<file path="src/rtl/stopwatch_lap_ctrl_if.sv">
// Control pulses, live time and display-side outputs for the lap controller.
// Master drives pulses and live time; slave (the controller) drives display and status.
interface stopwatch_lap_ctrl_if #(
  parameter int AW = 3
);
  logic          tick;
  logic          lap_pulse;
  logic          recall_pulse;
  logic          clear_pulse;
  logic          running;
  logic [7:0]    hours_in;
  logic [7:0]    minutes_in;
  logic [7:0]    seconds_in;
  logic [7:0]    centisec_in;
  logic [7:0]    hours_out;
  logic [7:0]    minutes_out;
  logic [7:0]    seconds_out;
  logic [7:0]    centisec_out;
  logic          recall_active;
  logic [AW-1:0] lap_index;
  logic [AW:0]   lap_count;
  logic          full;
  logic          overflow;

  modport master (
    output tick, lap_pulse, recall_pulse, clear_pulse, running,
    output hours_in, minutes_in, seconds_in, centisec_in,
    input  hours_out, minutes_out, seconds_out, centisec_out,
    input  recall_active, lap_index, lap_count, full, overflow
  );

  modport slave (
    input  tick, lap_pulse, recall_pulse, clear_pulse, running,
    input  hours_in, minutes_in, seconds_in, centisec_in,
    output hours_out, minutes_out, seconds_out, centisec_out,
    output recall_active, lap_index, lap_count, full, overflow
  );
endinterface

</file>
<file path="src/rtl/stopwatch_lap_ctrl.sv">
// Lap capture buffer and live/recall display arbiter; display output is registered (1 clk live, 2 clk on recall entry).
// Pulse-driven, no backpressure: captures while full are dropped and flagged in sticky overflow.
module stopwatch_lap_ctrl #(
  parameter int DEPTH   = 8,
  parameter int AW      = 3,
  parameter int TIMEOUT = 500
) (
  input  logic                clk,
  input  logic                rst,
  stopwatch_lap_ctrl_if.slave bus
);
  localparam int CW = AW + 1;
  localparam int TW = $clog2(TIMEOUT);
  localparam logic [TW-1:0] TMO_MAX = TW'(TIMEOUT - 1);

  typedef enum logic {LIVE, RECALL} state_t;

  state_t        r_state;
  state_t        w_state_nxt;
  logic [31:0]   r_mem [DEPTH];
  logic [31:0]   r_time;
  logic [AW-1:0] r_lap_index;
  logic [CW-1:0] r_lap_count;
  logic [TW-1:0] r_tmo_cnt;
  logic          r_overflow;
  logic          w_full;
  logic          w_capture;
  logic          w_wr_en;
  logic          w_rec_req;
  logic          w_last;
  logic          w_recall_active;
  logic [31:0]   w_live;

  assign w_live    = {bus.hours_in, bus.minutes_in, bus.seconds_in, bus.centisec_in};
  assign w_full    = (r_lap_count == CW'(DEPTH));
  assign w_capture = bus.lap_pulse & bus.running & ~bus.clear_pulse;
  assign w_wr_en   = w_capture & ~w_full;
  assign w_rec_req = bus.recall_pulse & ~bus.clear_pulse;
  // Recall decisions use the pre-capture count even when a lap lands in the same cycle.
  assign w_last    = (CW'(r_lap_index) + CW'(1)) >= r_lap_count;

  always_ff @(posedge clk or posedge rst) begin
    if (rst) r_state <= LIVE;
    else     r_state <= w_state_nxt;
  end

  always_comb begin
    w_state_nxt = r_state;
    if (bus.clear_pulse) begin
      w_state_nxt = LIVE;
    end else begin
      case (r_state)
        LIVE:    if (w_rec_req && r_lap_count != '0) w_state_nxt = RECALL;
        RECALL: begin
          if (w_rec_req) begin
            if (w_last) w_state_nxt = LIVE;
          end else if (bus.tick && r_tmo_cnt == TMO_MAX) begin
            w_state_nxt = LIVE;
          end
        end
        default: w_state_nxt = LIVE;
      endcase
    end
  end

  always_comb begin
    w_recall_active = (r_state == RECALL);
  end

  always_ff @(posedge clk or posedge rst) begin
    if (rst) begin
      r_lap_index <= '0;
      r_tmo_cnt   <= '0;
    end else if (w_state_nxt == LIVE) begin
      r_lap_index <= '0;
      r_tmo_cnt   <= '0;
    end else if (w_rec_req) begin
      r_lap_index <= (r_state == LIVE) ? '0 : r_lap_index + AW'(1);
      r_tmo_cnt   <= '0;
    end else if (bus.tick) begin
      r_tmo_cnt   <= r_tmo_cnt + TW'(1);
    end
  end

  always_ff @(posedge clk or posedge rst) begin
    if (rst) begin
      r_lap_count <= '0;
      r_overflow  <= 1'b0;
    end else if (bus.clear_pulse) begin
      r_lap_count <= '0;
      r_overflow  <= 1'b0;
    end else if (w_wr_en) begin
      r_lap_count <= r_lap_count + CW'(1);
    end else if (w_capture) begin
      r_overflow  <= 1'b1;
    end
  end

  // Storage has no reset; the write pointer is the low bits of the lap count.
  always_ff @(posedge clk) begin
    if (w_wr_en) r_mem[r_lap_count[AW-1:0]] <= w_live;
  end

  always_ff @(posedge clk or posedge rst) begin
    if (rst)                   r_time <= '0;
    else if (r_state == RECALL) r_time <= r_mem[r_lap_index];
    else                       r_time <= w_live;
  end

  assign bus.hours_out     = r_time[31:24];
  assign bus.minutes_out   = r_time[23:16];
  assign bus.seconds_out   = r_time[15:8];
  assign bus.centisec_out  = r_time[7:0];
  assign bus.recall_active = w_recall_active;
  assign bus.lap_index     = r_lap_index;
  assign bus.lap_count     = r_lap_count;
  assign bus.full          = w_full;
  assign bus.overflow      = r_overflow;
endmodule

</file>
<file path="src/flat_wrapper.sv">
// flat-port wrapper written by rule: the top's interface ports become plain ports
module stopwatch_lap_ctrl_flat 
#(
  parameter int DEPTH   = 8,
  parameter int AW      = 3,
  parameter int TIMEOUT = 500
)
  (clk, rst, bus_tick, bus_lap_pulse, bus_recall_pulse, bus_clear_pulse, bus_running, bus_hours_in, bus_minutes_in, bus_seconds_in, bus_centisec_in, bus_hours_out, bus_minutes_out, bus_seconds_out, bus_centisec_out, bus_recall_active, bus_lap_index, bus_lap_count, bus_full, bus_overflow);
  stopwatch_lap_ctrl_if #(.AW(AW)) bus_i ();
  input  logic clk;
  input  logic rst;
  input wire logic [$bits(bus_i.tick)-1:0] bus_tick;
  input wire logic [$bits(bus_i.lap_pulse)-1:0] bus_lap_pulse;
  input wire logic [$bits(bus_i.recall_pulse)-1:0] bus_recall_pulse;
  input wire logic [$bits(bus_i.clear_pulse)-1:0] bus_clear_pulse;
  input wire logic [$bits(bus_i.running)-1:0] bus_running;
  input wire logic [$bits(bus_i.hours_in)-1:0] bus_hours_in;
  input wire logic [$bits(bus_i.minutes_in)-1:0] bus_minutes_in;
  input wire logic [$bits(bus_i.seconds_in)-1:0] bus_seconds_in;
  input wire logic [$bits(bus_i.centisec_in)-1:0] bus_centisec_in;
  output wire logic [$bits(bus_i.hours_out)-1:0] bus_hours_out;
  output wire logic [$bits(bus_i.minutes_out)-1:0] bus_minutes_out;
  output wire logic [$bits(bus_i.seconds_out)-1:0] bus_seconds_out;
  output wire logic [$bits(bus_i.centisec_out)-1:0] bus_centisec_out;
  output wire logic [$bits(bus_i.recall_active)-1:0] bus_recall_active;
  output wire logic [$bits(bus_i.lap_index)-1:0] bus_lap_index;
  output wire logic [$bits(bus_i.lap_count)-1:0] bus_lap_count;
  output wire logic [$bits(bus_i.full)-1:0] bus_full;
  output wire logic [$bits(bus_i.overflow)-1:0] bus_overflow;
  assign bus_i.tick = bus_tick;
  assign bus_i.lap_pulse = bus_lap_pulse;
  assign bus_i.recall_pulse = bus_recall_pulse;
  assign bus_i.clear_pulse = bus_clear_pulse;
  assign bus_i.running = bus_running;
  assign bus_i.hours_in = bus_hours_in;
  assign bus_i.minutes_in = bus_minutes_in;
  assign bus_i.seconds_in = bus_seconds_in;
  assign bus_i.centisec_in = bus_centisec_in;
  assign bus_hours_out = bus_i.hours_out;
  assign bus_minutes_out = bus_i.minutes_out;
  assign bus_seconds_out = bus_i.seconds_out;
  assign bus_centisec_out = bus_i.centisec_out;
  assign bus_recall_active = bus_i.recall_active;
  assign bus_lap_index = bus_i.lap_index;
  assign bus_lap_count = bus_i.lap_count;
  assign bus_full = bus_i.full;
  assign bus_overflow = bus_i.overflow;
  stopwatch_lap_ctrl #(.DEPTH(DEPTH), .AW(AW), .TIMEOUT(TIMEOUT)) u_core (.clk(clk), .rst(rst), .bus(bus_i));
endmodule
</file>
<file path="config.mk">
export PLATFORM = sky130hd
export DESIGN_NAME = stopwatch_lap_ctrl_flat
export DESIGN_NICKNAME = d
export VERILOG_FILES = /design/src/rtl/stopwatch_lap_ctrl_if.sv /design/src/rtl/stopwatch_lap_ctrl.sv /design/src/flat_wrapper.sv
export SDC_FILE = /design/constraint.sdc
export NUM_CORES = 1
export LEC_CHECK = 0
export BUFFER_PORTS_ARGS = -buffer_cell sky130_fd_sc_hd__clkbuf_2
export CORE_ASPECT_RATIO = 0.5
export CORE_MARGIN = 3
export CORE_UTILIZATION = 45
export DETAILED_ROUTE_END_ITERATION = 6
export GPL_TIMING_DRIVEN = 1
export SLEW_MARGIN = 40
export SYNTH_ARGS = -nofsm -noshare
export SYNTH_HDL_FRONTEND = slang
export SYNTH_SLANG_ARGS = --single-unit
</file>
<file path="constraint.sdc">
create_clock -name clk -period 8.2 [get_ports clk]
set_input_delay 0.82 -clock clk [delete_from_list [all_inputs] [get_ports clk]]
set_output_delay 0.82 -clock clk [all_outputs]
set_load 0.01 [all_outputs]
</file>
# == After elaboration in Yosys (flattened, before gate mapping) ==
# Memory sizes are Yosys's and may differ from the RTL's.
# Index checks and enable logic that the tools add are counted.
# classes
n_bitwise,7
shifts,0
reduce_logical,6
n_addsub,4
eq_ne,5
n_div,0
muxes,20
multipliers,0
order_cmp,1
# ops
cell,n
32-bit two-way mux,1
9-bit two-way mux,3
1-bit two-way mux,10
"9-bit by 1-bit adder with 9-bit output, second input constant",1
"9-bit == test, second input constant",1
3-bit two-way mux,3
4-bit two-way mux,2
"3-bit by 1-bit adder with 4-bit output, second input constant",1
"4-bit by 1-bit adder with 4-bit output, second input constant",1
1-bit AND,4
"4-bit == test, second input constant",1
4-bit >= comparator,1
"2-bit inequality test, second input constant",2
2-bit nonzero test,2
4-bit nonzero test,1
"3-bit by 1-bit adder with 3-bit output, second input constant",1
"3-bit inequality test, second input constant",1
1-bit NOT,3
1-bit logical AND,2
1-bit one-hot mux with 2 select lines,1
2-bit AND reduction,1
# word_totals
romBits,0
latchBits,0
ram_bits,256
mem_count,1
reg_bits,50
out_inout_bits,42
# mem_list
name,words,word_bits,rd,rd_ports_with_merged_regs,wr,line,source
u_core.r_mem,8,32,1,0,1,stopwatch_lap_ctrl.sv:20,logic [31:0] r_mem [DEPTH];

# == Depth between registers and ports, before layout ==
# logic_depth
word_depth,7
ltp_mapped,9

# == Worst setup path before layout ==
# OpenSTA, ideal clock, no wires.
# synth_timing
path_type,register to register
start,"register u_core.r_lap_count[0], in the netlist u_core.bus.lap_count[0]"
end,"memory u_core.r_mem[0][0], enable pin"
synth_period_minus_slack_ns,5.098
path_stages_with_launch,8
setup_ns,0.502
slack_ns,3.102
arrival_ns,4.597
n_path_buf,1
required_time_ns,7.698
path_cell_list,dfrtp_1 clkbuf_1 inv_1 ha_1 and3b_1 nor2_1 nand2_1 nor4_1
# synth_between
elab_chain_len,5
# synth_rtl
element,line,source
from (decl),stopwatch_lap_ctrl.sv:23,logic [CW-1:0] r_lap_count;
from (signal assigned),stopwatch_lap_ctrl.sv:93,r_lap_count <= r_lap_count + CW'(1);
4-bit == test,stopwatch_lap_ctrl.sv:35,assign w_full = (r_lap_count == CW'(DEPTH));
via bus_full,flat_wrapper.sv:28,output wire logic [$bits(bus_i.full)-1:0] bus_full;
1-bit NOT,stopwatch_lap_ctrl.sv:37,assign w_wr_en = w_capture & ~w_full;
1-bit AND,stopwatch_lap_ctrl.sv:37,
1-bit two-way mux,stopwatch_lap_ctrl.sv:101,if (w_wr_en) r_mem[r_lap_count[AW-1:0]] <= w_live;
1-bit two-way mux (not written as such),stopwatch_lap_ctrl.sv:101,
to (decl),stopwatch_lap_ctrl.sv:20,
# The timed path passes the listed nets, and every way through them passes these cells.

# == Final worst setup path ==
# layout_timing
start,"register u_core.r_lap_count[0], in the netlist u_core.bus.lap_count[0]"
end,"memory u_core.r_mem[2][11], enable pin"
# layout_between
elab_chain_len,5
# layout_rtl
element,line
4-bit == test,stopwatch_lap_ctrl.sv:35
1-bit NOT,stopwatch_lap_ctrl.sv:37
1-bit AND,stopwatch_lap_ctrl.sv:37
1-bit two-way mux,stopwatch_lap_ctrl.sv:101
1-bit two-way mux (not written as such),stopwatch_lap_ctrl.sv:101
# Parallel ways exist; a longest one is shown, timed or not.

==> reports/results.ini <==
[global_routing]
globalRouteMet1Util = 0.252
top_usage_layer = met2
grt_pass1_wl_mm = 35.6
grt_use_total = 0.168
grt_pass1_vias = 5888
grtUsageMet3 = 0.0353
grt_util_met2 = 0.262
grt.overflow.total = 0
grt_max_degree = 71
antenna_found_initial = 1

[worst_setup_path]
crit_path_max_fanout = 32
end_kind = register
cp-start-kind = register
cp.required_ps = 8380
path_class = register to register
arrival_ps = 2940
path_cells = inv_1 > ha_1 > and3b_1 > nor2_1 > nand3_1 > nor3_2 > buf_4
worst-path-buf-inv = 2
critPathSlowestCell = dfrtp_1
critical-path-max-stage-delay_ps = 600
crit_family = simple AND/OR/NAND/NOR gates

[floorplanning]
num_rows = 41
io_pins = 81
core_area_um2 = 25400
die_x_um = 234
die-area_um2 = 28200
die_y_um = 120
start_util = 0.462

[routing]
final_antenna_net_count = 0
first_pass_iters = 5
drtIter0Drc = 338
drc_errors = 0
drt-wirelength-per-cell_um = 21.8
via_per_inst = 5.36
dr_total_vias = 5628
routed_wl_mm = 22.9

[yosys]
ys_types = 32
ys_warn_count = 0
synth-async-reset-ratio = 0.163
yosys_most_used_dff = edfxtp_1
synth_enable_flop_cells = 256
synth_area_um2 = 11700
syn_inst = 591
synth-seq-area-share = 0.761
syn_nets = 638
ys_ff_latch = 306
syn_area_per_cell_um2 = 19.9

[clock_tree]
cts_buffers = 28
clock_latency_ps = 550
cts_sinks = 306
cts_resized = 0
clk_path_buf_depth = 3
hold_buffers = 0
cts_tree = built
post_cts_buffers = 0
h-tree-depth = 1
root_buffer = clkbuf_16
clkTransAtPathRegs_ps = 70

[layout]
fin_nets = 731
final_layout_size_suffix_gt1_frac = 0.303
n_antenna_cell = 0
area_growth_pct = 14.8
final_util = 0.530

[status]
status = complete, no violations

[sta]
fmax_mhz = 363
period_share = 0.336
post-route-min-period_ps = 2750
finalSetupViolCount = 0
skew_ps = 12.0
worst_pin_slew_ps = 822
tns_ps = 0
relSlewSlack = 0.452
drv_slew = 0
final_hold_viol_count = 0
rsz0062_at_grt = false

[power]
powerDensity_nw_per_um2 = 231
leakage_nw = 4.47
vdd_drop_max_uv = 134

[place]
numPortBuffers = 80
dp.final_hpwl_mm = 11.4
finalWeightedCongestion = 0.715

[worst_hold_path]
hold_class = primary input to asynchronous set/reset pin

[job]
maxCapViolCount = 0

## tightest hold or removal path, cell delays in order
cell	delay [ps]
clkbuf_2	80
inv_2	40
buf_6	460
## cell type report
cell class	instances	area [um^2]
multi-input cells	250	2650
clock inverters	15	150
well taps	344	430
inverters	5	18.8
fillers	2033	12000
flip-flops and latches	306	8950
repair buffers	93	513
clock buffers	37	774
## sequential cells by signal (all words and copies together), names as in the netlist
register                  count
u_core.bus.recall_active      1
u_core.r_tmo_cnt              9
u_core.bus.lap_index          3
u_core.r_time                32
u_core.bus.lap_count          4
u_core.r_mem                256
u_core.bus.overflow           1
## where the power goes
part	leakage [nW]	switching (W)	total, W	internal, W
Clock	0.446	0.000563	0.00130	0.000733
Sequential	2.92	0.0000106	0.00172	0.00171
Combinational	1.10	0.0000686	0.000103	0.0000341
Total	4.47	0.000642	0.00312	0.00248
## path summary, 6_finish.rpt
path | startpoint | end | slack (ps) | depth (start not counted)
setup / recovery | u_core.bus.lap_count[0] | u_core.r_mem[2][11] | 5450 | 7
hold / removal | rst | u_core.r_time[1] | 400 | 3
setup reg to reg | u_core.bus.lap_count[0] | u_core.r_mem[2][11] | 5450 | 7
hold reg to reg | u_core.bus.overflow | u_core.bus.overflow | 510 | 2
max in group asynchronous | rst | u_core.bus.lap_index[0] | 7360 | 3
min in group clk | u_core.bus.overflow | u_core.bus.overflow | 510 | 2
## routing by layer
| metal | part of all wire | wire (um) |
|---|---|---|
| met5 | 0.00057 | 13 |
| met4 | 0.014 | 328 |
| met3 | 0.047 | 1070 |
| met2 | 0.47 | 10700 |
| met1 | 0.47 | 10700 |
## cells in the mapped netlist (3+ instances only)
| cell type | number | area (um^2) |
|---|---|---|
| edfxtp_1 | 256 | 7690 |
| mux4_2 | 64 | 1440 |
| nor2_1 | 60 | 225 |
| dfrtp_1 | 50 | 1250 |
| a21oi_1 | 35 | 175 |
| mux2i_1 | 33 | 330 |
| clkbuf_1 | 17 | 63.8 |
| nand2_1 | 9 | 33.8 |
| ha_1 | 8 | 100 |
| xnor2_1 | 8 | 70.1 |
| buf_2 | 7 | 35.0 |
| inv_1 | 5 | 18.8 |
| nor3_1 | 5 | 25.0 |
| nand4_1 | 4 | 25.0 |
| xor2_1 | 4 | 35.0 |
| nor4_1 | 3 | 18.8 |
## cells by family (layout without fill, tap and decap cells)
logic type               count (synthesis)  after routing  synth area share
AO/OA/AOI/OAI                           43             43            0.0199
XOR/XNOR                                12             12           0.00895
adder cells (fa/ha/maj)                  8              8           0.00852
buffers and inverters                   35            150            0.0176
flip-flops                             306            306             0.761
multiplexers                            97             97             0.151
AND/OR/NAND/NOR                         90             90            0.0331
## cells in the final DEF (no fill, tap or decap), drive strengths merged, types with 2 or more instances in the layout
cell and count:
nand3 2, nor2 60, o21ai 2, a32oi 2, nand2b 2, a21oi 35, xor2 4, bufinv 2
and3 2, clkbuf 117, edfxtp 256, ha 8, nor4 3, clkinv 9, nor3 5, nand4 4
inv 6, dfrtp 50, xnor2 8, nand2 9, buf 13, mux4 64, clkinvlp 3, mux2i 33
## metrics by stage
step                worst slack, ps  hold WS [ps]  cells  total power, W  instance area [um^2]
floorplan                      3100           509    591         0.00180                 11700
global placement               5490           477    998         0.00186                 12500
detailed placement             5460           502    998         0.00186                 12500
CTS                            5450           505   1050         0.00315                 13500
global route                   5240           426   1050         0.00324                 13500
finish                         5450           396   1050         0.00312                 13500
Power figures use the tool's default switching activity.
